==> src/rtl/cache_arb_pkg.sv <==
// Shared types for the I/D-cache to physical-memory arbiter.
package cache_arb_pkg;

  typedef enum logic [1:0] {IDLE, SERVE_I, SERVE_D} arb_state_e;
  typedef enum logic {GRANT_I, GRANT_D} grant_e;

  localparam int S_LINE   = 256;
  localparam int S_OFFSET = 5;

endpackage

==> src/rtl/cache_arbiter_arb_pick.sv <==
// Combinational winner selection between the I-cache and D-cache requests.
module arb_pick
  import cache_arb_pkg::*;
(
  input  logic   i_req,
  input  logic   d_req,
  input  grant_e last_grant,
  output grant_e o_grant,
  output logic   o_valid
);

  // On a tie the client that was not granted last wins.
  always_comb begin
    o_valid = i_req | d_req;
    o_grant = GRANT_I;
    if (i_req && d_req) begin
      o_grant = (last_grant == GRANT_I) ? GRANT_D : GRANT_I;
    end else if (d_req) begin
      o_grant = GRANT_D;
    end
  end

endmodule

==> src/rtl/cache_arbiter.sv <==
// Arbitrates I-cache and D-cache line transactions onto one physical memory port.
// Define CACHE_ARB_RR_EN for round-robin ties; otherwise the D-cache always wins ties.
module cache_arbiter
  import cache_arb_pkg::*;
#(
  parameter int s_offset = S_OFFSET,
  parameter int s_line   = S_LINE
) (
  input  logic              clk,
  input  logic              reset_n,
  input  logic              i_pmem_read,
  input  logic [31:0]       i_pmem_addr,
  output logic [s_line-1:0] i_pmem_rdata,
  output logic              i_pmem_resp,
  input  logic              d_pmem_read,
  input  logic              d_pmem_write,
  input  logic [31:0]       d_pmem_addr,
  input  logic [s_line-1:0] d_pmem_wdata,
  output logic [s_line-1:0] d_pmem_rdata,
  output logic              d_pmem_resp,
  output logic              pmem_read,
  output logic              pmem_write,
  output logic [31:0]       pmem_addr,
  output logic [s_line-1:0] pmem_wdata,
  input  logic [s_line-1:0] pmem_rdata,
  input  logic              pmem_resp
);

  arb_state_e r_state;
  arb_state_e w_state_nxt;
  grant_e     w_pick_grant;
  grant_e     w_last_grant;
  logic       w_pick_valid;
  logic       w_d_req;
  logic       w_unused;

  assign w_d_req      = d_pmem_read | d_pmem_write;
  assign i_pmem_rdata = pmem_rdata;
  assign d_pmem_rdata = pmem_rdata;
  assign w_unused     = ^{i_pmem_addr[s_offset-1:0], d_pmem_addr[s_offset-1:0]};

`ifdef CACHE_ARB_RR_EN
  grant_e r_last_grant;

  always_ff @(posedge clk or negedge reset_n) begin
    if (!reset_n) begin
      r_last_grant <= GRANT_I;
    end else if (r_state == IDLE && w_pick_valid) begin
      r_last_grant <= w_pick_grant;
    end
  end

  assign w_last_grant = r_last_grant;
`else
  // Pinning last_grant to I makes every tie resolve to the D-cache.
  assign w_last_grant = GRANT_I;
`endif

  arb_pick u_pick (
    .i_req      (i_pmem_read),
    .d_req      (w_d_req),
    .last_grant (w_last_grant),
    .o_grant    (w_pick_grant),
    .o_valid    (w_pick_valid)
  );

  always_ff @(posedge clk or negedge reset_n) begin
    if (!reset_n) begin
      r_state <= IDLE;
    end else begin
      r_state <= w_state_nxt;
    end
  end

  // The grant is held in the state itself, so pmem_addr cannot move mid-transaction.
  always_comb begin
    w_state_nxt = r_state;
    pmem_read   = 1'b0;
    pmem_write  = 1'b0;
    pmem_addr   = '0;
    pmem_wdata  = '0;
    i_pmem_resp = 1'b0;
    d_pmem_resp = 1'b0;
    case (r_state)
      IDLE: begin
        if (w_pick_valid) begin
          w_state_nxt = (w_pick_grant == GRANT_D) ? SERVE_D : SERVE_I;
        end
      end
      SERVE_I: begin
        pmem_read = 1'b1;
        pmem_addr = {i_pmem_addr[31:s_offset], {s_offset{1'b0}}};
        if (pmem_resp) begin
          i_pmem_resp = 1'b1;
          w_state_nxt = IDLE;
        end
      end
      SERVE_D: begin
        // A simultaneous read and write is illegal; the write takes the bus.
        pmem_write = d_pmem_write;
        pmem_read  = d_pmem_read & ~d_pmem_write;
        pmem_wdata = d_pmem_wdata;
        pmem_addr  = {d_pmem_addr[31:s_offset], {s_offset{1'b0}}};
        if (pmem_resp) begin
          d_pmem_resp = 1'b1;
          w_state_nxt = IDLE;
        end
      end
      default: w_state_nxt = IDLE;
    endcase
  end

  a_d_rw_exclusive: assert property (
    @(posedge clk) disable iff (!reset_n) !(d_pmem_read && d_pmem_write)
  );

endmodule
==> config.mk <==
export PLATFORM = sky130hd
export DESIGN_NAME = cache_arbiter
export DESIGN_NICKNAME = d
export VERILOG_FILES = /design/src/rtl/cache_arb_pkg.sv /design/src/rtl/cache_arbiter_arb_pick.sv /design/src/rtl/cache_arbiter.sv
export SDC_FILE = /design/constraint.sdc
export NUM_CORES = 1
export LEC_CHECK = 0
export ABC_AREA = 1
export BUFFER_PORTS_ARGS = -buffer_cell sky130_fd_sc_hd__buf_2
export CAP_MARGIN = 20
export CORE_AREA = 5 5 542 544
export DETAILED_ROUTE_END_ITERATION = 8
export DIE_AREA = 0 0 547 549
export GPL_TIMING_DRIVEN = 0
export HOLD_SLACK_MARGIN = 0.02
export PLACE_DENSITY = 0.3
export SLEW_MARGIN = 20
export SYNTH_ARGS = -nofsm -noshare
export SYNTH_HDL_FRONTEND = slang
export SYNTH_HIERARCHICAL = 1
export SYNTH_SLANG_ARGS = --single-unit
==> constraint.sdc <==
create_clock -name clk -period 3.6 [get_ports clk]
set_clock_uncertainty 0.15 [all_clocks]
set_input_delay 0.18 -clock clk [delete_from_list [all_inputs] [get_ports clk]]
set_output_delay 0.18 -clock clk [all_outputs]
set_load 0.02 [all_outputs]
==> impl_results.md <==
* Result of the run: finished clean
* Initial antenna violation count at 220
* Number of filler instances in the final layout at 34500
* Post-Route Hold Slack at 251 ps
* Synth Instances at 1186
* Multi-input logic area at 1450 um2
* # nets final at 2897
* Cell type group with the largest total delay on the critical path: buffers and inverters
* Data arrival time of the critical path at 3010 ps
* Storage element area at 50.0 um2
* Switch Pwr at 5.75 mW
* Portion of the clock cycle consumed by the worst path in the final layout at 92.7%
* Pre-CTS setup slack at 402 ps
* Drt drc at 0
* End-of-flow core utilization at 5.97%
* Largest register by flop count: r_state
* Worst hold endpoint: r_state[1]$_DFFE_PN0P_
* Max Root-Sink Buffers at 2
* Share of total power in combinational logic at 97.2%
* Via count of the first global-routing pass at 12300
* Largest cells by area after synthesis: sky130_fd_sc_hd__buf_4, sky130_fd_sc_hd__nand2_1, sky130_fd_sc_hd__inv_1
* Area of the mapped netlist at 6720 um2
* RSZ-0062 raised after global routing: no
* Core region area at 289000 um2
* Slew margin rel. at 51.5%
* Relative contribution of sequential cells to total power at 0.6%
* Detailed-route vias per instance at 2.01
* Detailed Route WL at 212000 um
* Detailed router's first-iteration violation count at 577
* Initial core utilization at 2.32%
* Int Pwr at 1.98 mW
* Final cell area excluding filler cells at 17300 um2
* Final Max Slew Viols at 0
* Routed wire per std cell at 34.5 um
* Timing-limited maximum frequency at 300 MHz
* Origin of the critical flop-to-flop path: r_state[0]$_DFFE_PN0P_
* Die Span X at 547 um
* Area added between synthesis and finish at 157%
* Number of buffers inserted by post-CTS setup repair at 0
* FF-to-FF End: r_state[1]$_DFFE_PN0P_
* Later-pin clock latency in the skew report at 220 ps
* CTS tree: yes
* Area of the die at 300000 um2
* Required time reported for the critical path endpoint at 3270 ps
* Post-detailed-placement cell area at 17100 um2
* Routability cong. at 0.899
* Flip-flop count of the largest register, all copies and words added at 2
* Cell depth of the worst min-delay path at 5
* Clock slew seen by the registers of the worst setup and hold paths at 30 ps
* Area share of the largest cell type after synthesis at 58.3%
* Number of hold violations in the final report at 0
* Number of failing setup endpoints in the final timing report at 0
* Yosys warning total at 6
* Most common cell in the synthesized netlist: sky130_fd_sc_hd__buf_4
* Inserted Clock Buffers at 3
* Number of cells on the worst reg-to-reg path at 6
* Slew of the pin with the lowest slew margin at 727 ps
* Registers with the most flip-flops: r_state x2
* Sequential area share after synthesis at 0.745%
* Clk pwr share at 2.2%
* Antenna-violating nets left at 0
* Average footprint of a synthesized cell at 5.66 um2
* Total via count in the routed design at 12400
* Minimum setup slack in the final design at 262 ps
* CTS Sinks at 2
* Power density cells at 448 nW/um2
* Fin Setup TNS at 0 ps
* Most common flop cell mapped by yosys: sky130_fd_sc_hd__dfrtp_1
* Placed wire-length estimate at 209000 um
* Aggregate global-route resource usage at 13.4%
* Crit path capture type: output pin
* Number of search-and-repair iterations in the first detailed-routing pass at 5
* CP max stage cell: sky130_fd_sc_hd__clkbuf_1
* Floorplan die height at 549 um
* Setup Crit Path Kind: register to output pin
* Clk Tree Root Cell: sky130_fd_sc_hd__clkbuf_16
* Number of port buffers at 1114
* Maximum vdd drop at 291 uV
* Top cell type by total area after synthesis: sky130_fd_sc_hd__buf_4
* Pin count of the biggest net entering global routing at 11
* H-Tree Depth at 1
* Flop and latch count out of synthesis at 2
* Number of maximum-capacitance constraint violations at 0
* Minimum period implied by the final worst setup slack at 3340 ps
* Number of enable-type register cells in the synthesized netlist at 0
* Synth cell count leaders: sky130_fd_sc_hd__buf_4, sky130_fd_sc_hd__nand2_1, sky130_fd_sc_hd__inv_1, sky130_fd_sc_hd__a21oi_1, sky130_fd_sc_hd__buf_6
* First-pass GRT wire length at 238000 um
* Leftover overflow at the end of global routing at 0
* Critical path, cell by cell: inv_1, ha_1, clkbuf_1, nand2_1, a21oi_1, buf_2
* Fraction of registers with async set/reset at 100%
* Fraction of power spent switching nets at 74.4%
* Launching element type of the critical path: register
* Highest net fanout along the worst path at 10
* Reg-to-reg setup timing slack at 2250 ps
* Worst Min Path Start: pmem_resp
* Layout cell share with drive strength beyond 1 at 72.4%
* Rows at 198
* Overall power after layout at 7.73 mW
* Non-filler cells in the finished layout at 6155
* # placed instances at 6105
* Tightest Hold Check Type: primary input to register
* Distinct cell type count of the synthesized netlist at 15
* Number of buffers and inverters on the critical path at 3
* Longest individual stage delay on the worst path at 610 ps
* I/O Pins at 1386
* Leakage power summed over all cells at 10.4 nW
-- worst max-delay path by stage --
stage	depth (start not counted)	slack (ps)	endpoint	startpoint
after global placement	6	430	pmem_addr[7]	r_state[1]$_DFFE_PN0P_
after floorplan	5	1950	pmem_addr[10]	r_state[1]$_DFFE_PN0P_
after global routing	6	120	pmem_addr[7]	r_state[1]$_DFFE_PN0P_
final	6	260	pmem_addr[7]	r_state[1]$_DFFE_PN0P_
after CTS	6	150	pmem_addr[7]	r_state[1]$_DFFE_PN0P_
after detailed placement	6	400	pmem_addr[7]	r_state[1]$_DFFE_PN0P_
-- final cells by class --
type	instances	area share, %
clock buffer	3	0.435
buffer	554	24.5
sequential	2	0.290
timing repair buffer	1115	32.4
multi-input combinational	366	8.42
tap	3800	27.5
inverter	269	5.85
antenna	46	0.667
-- worst register-to-register path, cell delays in order (launching register included) --
cell,delay [ps]
sky130_fd_sc_hd__dfrtp_1,360
sky130_fd_sc_hd__inv_1,90
sky130_fd_sc_hd__ha_1,330
sky130_fd_sc_hd__nand2_1,120
sky130_fd_sc_hd__nand2_1,80
sky130_fd_sc_hd__nand2_1,60
sky130_fd_sc_hd__nand2_1,40
-- per-layer routing --
layer	wire, um	GRT usage (%)
met5	727	0
met4	4020	1.67
met3	38000	10.3
met2	89400	20.7
met1	80000	15.0
-- layout by cell type, fill, tap and decap left out, drive strengths merged --
cell type / instances
buf: 1667
nand2: 321
diode: 46
or2: 2
inv: 269
nand3: 3
a21oi: 29
dlygate4sd3: 1
conb: 6
nor2: 1
dfrtp: 2
ha: 4
clkbuf: 4
-- power groups by stage --
stage / logic (mW) / clock network (mW) / registers (mW)
2_1_floorplan: 3.30 / 0 / 0.0406
3_3_place_gp: 7.82 / 0 / 0.0439
3_5_place_dp: 7.82 / 0 / 0.0439
4_1_cts: 7.83 / 0.173 / 0.0435
5_1_grt: 8.14 / 0.175 / 0.0445
6_report: 7.52 / 0.170 / 0.0435
-- kinds of logic after synthesis --
logic type	after synthesis	share of synthesized area [%]
compound gates	29	2.16
simple gates	327	18.4
flops	2	0.745
other cells	1	0.0558
fa+ha+maj	4	0.745
buf+inv	823	77.9
-- what timing repair did --
item	4_1_cts	5_1_grt
resized for setup	0	0
hold endpoints to repair	2	0
hold buffers	1	0
(Power assumes the default switching activity.)
